**config.mk**
```make
export PLATFORM = sky130hd
export DESIGN_NAME = booth_mac_seq
export DESIGN_NICKNAME = d
export VERILOG_FILES = /design/src/rtl/booth_mac_seq.sv
export SDC_FILE = /design/constraint.sdc
export NUM_CORES = 1
export LEC_CHECK = 0
export BUFFER_PORTS_ARGS = -buffer_cell sky130_fd_sc_hd__buf_4
export CORE_AREA = 5 5 81 83
export DETAILED_ROUTE_END_ITERATION = 10
export DIE_AREA = 0 0 86 88
export GPL_TIMING_DRIVEN = 1
export SLEW_MARGIN = 20
export SYNTH_ARGS = -nofsm -noshare
export SYNTH_HDL_FRONTEND = slang
export SYNTH_SLANG_ARGS = --single-unit
```
**constraint.sdc**
```tcl
create_clock -name clk -period 2.56 [get_ports clk]
set_clock_uncertainty 0.2 [all_clocks]
set_input_delay 0.384 -clock clk [delete_from_list [all_inputs] [get_ports clk]]
set_output_delay 0.384 -clock clk [all_outputs]
set_load 0.01 [all_outputs]
```
**src/rtl/booth_mac_seq.sv**
```systemverilog
// Dot-product sequencer around the 4-bit signed Booth multiplier: issues one
// operand pair at a time, accumulates the 8-bit products, and hands out the sum.
module booth_mac_seq #(
  parameter int LEN     = 4,
  parameter int ACC_W   = 12,
  parameter int TIMEOUT = 16
) (
  input  logic             clk,
  input  logic             rst,
  input  logic             in_valid,
  output logic             in_ready,
  input  logic [3:0]       in_x,
  input  logic [3:0]       in_y,
  input  logic             in_last,
  output logic             mul_start,
  output logic [3:0]       mul_x,
  output logic [3:0]       mul_y,
  input  logic             mul_valid,
  input  logic [7:0]       mul_z,
  output logic             out_valid,
  input  logic             out_ready,
  output logic [ACC_W-1:0] out_acc,
  output logic [4:0]       out_count,
  output logic             out_err
);

  typedef enum logic [2:0] {IDLE, ISSUE, WAIT, ACCUM, DONE} stateT;

  stateT                   r_state;
  logic [3:0]              r_x;
  logic [3:0]              r_y;
  logic                    r_last;
  logic                    r_err;
  logic [7:0]              r_timer;
  logic signed [7:0]       r_prod;
  logic signed [ACC_W-1:0] r_acc;
  logic [4:0]              r_cnt;
  logic signed [ACC_W-1:0] w_prodExt;

  assign w_prodExt = ACC_W'(r_prod);

  // Every output is a register or a decode of r_state; nothing flows through from inputs.
  assign in_ready  = (r_state == IDLE);
  assign mul_start = (r_state == ISSUE);
  assign out_valid = (r_state == DONE);
  assign mul_x     = r_x;
  assign mul_y     = r_y;
  assign out_acc   = r_acc;
  assign out_count = r_cnt;
  assign out_err   = r_err;

  // Operand registers are only rewritten in IDLE, so the multiplier sees them
  // stable for the whole ISSUE..WAIT window while it re-reads the X bits.
  always_ff @(posedge clk) begin
    if (rst) begin
      r_state <= IDLE;
      r_x     <= '0;
      r_y     <= '0;
      r_last  <= 1'b0;
      r_err   <= 1'b0;
      r_timer <= '0;
      r_prod  <= '0;
      r_acc   <= '0;
      r_cnt   <= '0;
    end else begin
      case (r_state)
        IDLE: begin
          if (in_valid) begin
            r_x     <= in_x;
            r_y     <= in_y;
            r_last  <= in_last || (r_cnt == 5'(LEN - 1));
            r_state <= ISSUE;
          end
        end
        ISSUE: begin
          r_timer <= '0;
          r_state <= WAIT;
        end
        WAIT: begin
          r_timer <= r_timer + 8'd1;
          if (mul_valid) begin
            r_prod  <= mul_z;
            r_state <= ACCUM;
          end else if (r_timer == 8'(TIMEOUT - 1)) begin
            r_err   <= 1'b1;
            r_state <= DONE;
          end
        end
        ACCUM: begin
          r_acc   <= r_acc + w_prodExt;
          r_cnt   <= r_cnt + 5'd1;
          r_state <= r_last ? DONE : IDLE;
        end
        DONE: begin
          if (out_ready) begin
            r_acc   <= '0;
            r_cnt   <= '0;
            r_err   <= 1'b0;
            r_state <= IDLE;
          end
        end
        default: r_state <= IDLE;
      endcase
    end
  end

endmodule

```
==> results of run 1 <==
==> sequential cells by signal, indices dropped and copies added (netlist names) <==
| register | count |
|---|---|
| r_timer | 8 |
| mul_y | 4 |
| r_last | 1 |
| out_acc | 12 |
| out_count | 5 |
| r_prod | 8 |
| r_state | 3 |
| out_err | 1 |
| mul_x | 4 |
==> cell families after synthesis <==
| family | share of synthesized area, % |
|---|---|
| multiplexers | 1.121 |
| adder cells (fa/ha/maj) | 8.184 |
| AND/OR/NAND/NOR | 23.26 |
| XOR/XNOR | 3.924 |
| flip-flops | 41.26 |
| AO/OA/AOI/OAI | 20.24 |
| buffers and inverters | 2.018 |
==> routing by layer <==
metal | up-vias | wire (um)
li1 | 1034 | -
met1 | 933 | 2282
met2 | 32 | 2584
met3 | 9 | 183
met4 | 0 | 104
met5 | - | 0
==> layout make-up <==
type	count	area (sq um)
fill	610	3010
multi-input combinational	206	1266
sequential	46	920.9
timing repair buffer	50	375.4
tap	75	93.84
clock buffer	6	82.58
inverter	5	18.77
clock inverter	2	12.51
==> layout by cell type (no fill, tap or decap), types with 5 or more instances in the layout <==
cell,n
buf_4,50
nand2_1,47
dfxtp_1,46
a21oi_1,33
nor2_1,28
ha_1,13
o21ai_0,7
a22oi_1,6
clkbuf_8,6
inv_1,5
xor2_1,5
xnor2_1,5
a22o_1,5
==> through the flow <==
stage	instance area (sq um)	utilization (%)	hold slack (ns)	power, W	instances
CTS	2770	47.92	0.1234	0.001380	390
global route	2770	47.92	0.1152	0.001436	390
finish	2770	47.92	0.1251	0.001362	390
global placement	2675	46.28	0.2435	0.0009204	382
detailed placement	2675	46.28	0.2483	0.0009219	382
floorplan	2232	-	0.2400	0.0008521	264
==> where the power goes <==
part	switching, W	internal, W	total, W	leakage [nW]
logic	0.0000827	0.0000685	0.000151	0.800
registers	0.0000154	0.000735	0.000750	0.373
clock network	0.000244	0.000217	0.000461	0.0472
total	0.000342	0.00102	0.00136	1.22
==> path summary, 6_finish.rpt <==
check,endpoint,slack (ns),start
min reg2reg,out_err,0.26,out_err
min,mul_y[2],0.13,in_y[2]
max reg2reg,out_acc[10],0.19,out_acc[0]
max,out_acc[10],0.19,out_acc[0]
==> critical path, stage by stage, from the launching register on <==
cell and delay (ns):
dfxtp_1 0.37, ha_1 0.20, inv_1 0.06, fa_1 0.39
nor2b_1 0.19, o31ai_2 0.10, a21oi_1 0.25, a41oi_1 0.17
xnor2_1 0.15, a22o_1 0.19
==> flow_metrics.py, run 1 <==
metrics = {
    "cts": {
        "postCtsHoldBufs": 0,
        "cts-resized-gates": 0,
        "cts_tree": "done",
        "clock_latency_ns": 0.29,
        "clockRootBuffer": "clkbuf_8",
        "htreeDepth": 2,
        "cts_buffer_depth": 2,
        "clk_pin_slew_ns": 0.09,
        "clock-sinks": 46,
        "cts_setup_buffers": 0,
        "cts_buffers": 5,
    },
    "grt": {
        "grt.total_usage_pct": 14.33,
        "grt_max_degree": 40,
        "met3_usage_pct": 3.481,
        "gr-total-overflow": 0,
        "met2_usage_pct": 24.11,
        "use_met1_pct": 17.37,
        "antenna_found_initial": 0,
        "grt.busiest_layer": "met2",
        "grt_first_pass_wirelength_mm": 8.700,
        "grt_pass1_vias": 1898,
    },
    "floorplan": {
        "coreArea_sq_um": 5781,
        "die_x_um": 86,
        "die_y_um": 88,
        "die-area_sq_um": 7568,
        "io_pins": 51,
        "start_util_pct": 38.61,
        "rows": 28,
    },
    "timing": {
        "max_freq_mhz": 422.1,
        "max_slew_margin_pct": 60.84,
        "min_period_over_period_pct": 92.55,
        "slew_violations": 0,
        "rsz0062_at_grt": "false",
        "hold_viol_final": 0,
        "final-setup-viol-count": 0,
        "tightestPinTransition_ns": 0.5842,
        "post-route-min-period_ns": 2.369,
        "worst_slack_ns": 0.1907,
        "tns_ns": 0,
    },
    "logic_synthesis": {
        "ys_ff_latch": 46,
        "syn_area_per_cell_sq_um": 8.455,
        "ys_warn_count": 0,
        "yosysTopAreaCell": "dfxtp_1",
        "synth_nets": 300,
        "ys_types": 49,
        "synth.most_common_cell": "nand2_1",
        "synth_area_sq_um": 2232,
        "yosysSeqAreaShare_pct": 41.26,
        "synth_top_area_share_pct": 41.26,
        "synthArstFlopShare_pct": 0,
        "synth-edff-count": 0,
        "yosys-top-cells-area": "dfxtp_1, nand2_1, a21oi_1",
        "synthCells": 264,
        "netlist_top_cells_count": "nand2_1, dfxtp_1, a21oi_1",
        "synth_ff_type": "dfxtp_1",
    },
    "hold_path": {
        "hp-class": "input port to register",
        "whs_path_depth": 3,
    },
    "drt": {
        "num_vias": 2008,
        "dr.first_iter.drc_count": 63,
        "vias_per_cell": 5.149,
        "wl_per_cell_um": 13.22,
        "drt-total-wl_mm": 5.155,
        "ant_nets": 0,
        "dr.pass1.iters": 4,
        "drc": 0,
    },
    "critical_path": {
        "crit_type": "register to register",
        "arrival_ns": 2.36,
        "required_ns": 2.56,
        "worst_r2r_path_depth": 9,
        "cp-end-kind": "register",
        "crit_fanout": 3,
        "start_kind": "register",
    },
    "run": {
        "cap_violations": 0,
    },
    "power_and_ir_drop": {
        "ir_worst_vdd_v": 0.0002425,
        "leakage_nw": 1.220,
        "power_density_nw_per_um2": 491.8,
    },
    "layout": {
        "final_layout_size_suffix_gt1_share_pct": 21.27,
        "antenna_cells": 0,
        "nets": 350,
        "syn_to_final_growth_pct": 24.10,
    },
    "status": {
        "status": "complete, no violations",
    },
    "place": {
        "io_buffer_count": 50,
        "gp_congestion": 0.8461,
        "hpwl_mm": 3.821,
        "dp_slack_ns": 0.2156,
    },
}
No activity file was read; power rests on OpenSTA's default activity.
==> run 2: changes to the inputs <==
CTS_BUF_LIST = sky130_fd_sc_hd__clkbuf_8   (was default)
clock period = 2.2 ns   (was 2.56 ns; I/O delays follow)
==> run 2 against run 1 <==
Power increased by 23%. Sequential cell count stayed put. Highest routed layer unchanged. Register-to-register slack worse by 0.13 ns. Critical endpoint is now out_acc[11]. Non-clock buffer count rose by 10.
==> flow_metrics.py, run 2 (synthesis results as in run 1) <==
metrics = {
    "timing": {
        "min_period_over_period_pct": 97.22,
        "final-setup-viol-count": 0,
        "rsz0062_at_grt": "true",
        "hold_viol_final": 0,
        "max_freq_mhz": 467.5,
        "post-route-min-period_ns": 2.139,
        "tightestPinTransition_ns": 0.5727,
        "max_slew_margin_pct": 61.61,
        "slew_violations": 0,
    },
    "grt": {
        "grt_pass1_vias": 1894,
        "grt.total_usage_pct": 13.85,
        "antenna_found_initial": 0,
        "gr-total-overflow": 0,
        "grt_max_degree": 40,
        "grt_first_pass_wirelength_mm": 8.397,
    },
    "cts": {
        "clockRootBuffer": "clkbuf_8",
        "clock_latency_ns": 0.30,
        "clk_pin_slew_ns": 0.09,
        "cts_buffer_depth": 2,
        "clock-sinks": 46,
        "cts_tree": "done",
        "postCtsHoldBufs": 0,
        "cts_buffers": 5,
        "htreeDepth": 2,
    },
    "layout": {
        "layout_commonest_cell": "buf_4",
        "final_layout_size_suffix_gt1_share_pct": 29.23,
        "largest_register_ffs": 12,
        "seqCellArea_sq_um": 929.6,
        "final_cell_mix": "buf_4, nand2_1, dfxtp_1, a21oi_1, nor2_1",
        "antenna_cells": 0,
        "nets": 360,
        "multi_input_area_sq_um": 1356,
        "fillers": 610,
        "fin_cells": 400,
        "syn_to_final_growth_pct": 32.57,
    },
    "drt": {
        "ant_nets": 0,
        "dr.pass1.iters": 4,
        "dr.first_iter.drc_count": 101,
        "drt-total-wl_mm": 5.163,
        "vias_per_cell": 5.050,
        "wl_per_cell_um": 12.91,
        "drc": 0,
        "num_vias": 2020,
    },
    "critical_path": {
        "arrival_ns": 2.17,
        "worst_r2r_path_depth": 8,
        "rr_startpoint": "r_prod[0]",
        "crit_chain": "ha_4 > buf_4 > a211o_1 > a211oi_2 > nor3_2 > or3_4 > and2_4 > o211ai_1",
        "required_ns": 2.23,
        "crit_type": "register to register",
        "start_kind": "register",
        "r2r_end": "out_acc[11]",
        "cp_slowest_cell": "or3_4",
        "critPathLaunch": "r_prod[0]",
        "cp-end-kind": "register",
        "max_stage_delay_ns": 0.37,
        "crit_fanout": 2,
        "crit_path_end": "out_acc[11]",
        "rrSetupSlack_ns": 0.06,
    },
    "floorplan": {
        "coreArea_sq_um": 5781,
        "die_x_um": 86,
        "io_pins": 51,
        "die_y_um": 88,
        "start_util_pct": 38.61,
        "die-area_sq_um": 7568,
        "rows": 28,
    },
    "place": {
        "io_buffer_count": 50,
        "dpl.cell_count": 389,
        "gp_congestion": 0.7413,
        "hpwl_mm": 3.827,
    },
    "power_and_ir_drop": {
        "total_power_w": 0.001674,
        "power_density_nw_per_um2": 565.8,
        "leakage_nw": 1.271,
        "ir_worst_vdd_v": 0.0002983,
    },
    "run": {
        "cap_violations": 0,
    },
    "hold_path": {
        "hp-class": "input port to register",
    },
    "status": {
        "status": "complete, no violations",
    },
}
run 2: changes by cell type in the layout (fill, tap and decap cells not counted), moves of 2 or more:
cell	before	now
ha_4	0	4
o21ai_1	0	2
dfxtp_2	0	4
ha_1	13	9
dfxtp_1	46	41
o21ai_0	7	5
buf_4	50	60
run 2: worst max-delay path, delay by kind of cell (launching register included):
kind | cells | cell delay (ns)
AOI/OAI and AO/OA | 3 | 0.64
adders and majority gates | 1 | 0.16
buffers and inverters | 1 | 0.13
and+or+nand+nor | 3 | 0.61
DFF | 1 | 0.34
run 2: what timing repair did:
action / CTS / global route
pin swaps: 0 / 13
hold endpoints to repair: 0 / 0
endpoints found under the setup margin: 1 / 4
setup buffers: 0 / 3
gates resized for setup: 1 / 19
run 2: layout make-up:
class | count | area share, %
Clock buffer | 5 | 2.326
Tap cell | 75 | 3.171
Timing Repair Buffer | 60 | 15.22
Multi-Input combinational cell | 206 | 45.84
Sequential cell | 46 | 31.42
Inverter | 5 | 0.6342
Clock inverter | 3 | 1.395
run 2: power breakdown:
group | internal (W) | switching, W
Clock | 0.000334 | 0.000286
Sequential | 0.000854 | 0.0000191
Combinational | 0.0000832 | 0.0000971
run 2: through the flow:
stage	area (sq um)	hold WS, ns	util (%)	TNS, ns	setup slack, ns
2_1_floorplan	2240	0.2400	-	0	0.04339
6_report	2959	0.06643	51.19	0	0.06107
4_1_cts	2848	0.05949	49.26	0	0.003975
3_3_place_gp	2735	0.2437	47.32	0	0.03609
3_5_place_dp	2735	0.2509	47.32	-0.01237	-0.01237
5_1_grt	2959	0.06281	51.19	-0.05140	-0.03808
run 2: how the worst min path moves through the flow:
stage | from | endpoint | slack (ns) | cells past startpoint
after floorplan | r_prod[2] | r_prod[2] | 0.24 | 2
after global placement | mul_x[2] | mul_x[2] | 0.24 | 2
after detailed placement | mul_x[0] | mul_x[0] | 0.25 | 2
after CTS | in_x[0] | mul_x[0] | 0.06 | 3
after global routing | mul_z[4] | r_prod[4] | 0.06 | 3
final | in_x[0] | mul_x[0] | 0.07 | 3
run 2: layer usage:
layer | routed length [um] | share of wire [%] | vias up | global-route usage (%)
met5 | 0 | 0 | - | 0
met4 | 56 | 1.1 | 0 | 3.885
met3 | 205 | 4.0 | 5 | 4.139
met2 | 2477 | 48 | 22 | 24.11
met1 | 2423 | 47 | 937 | 16.56
li1 | - | - | 1056 | -
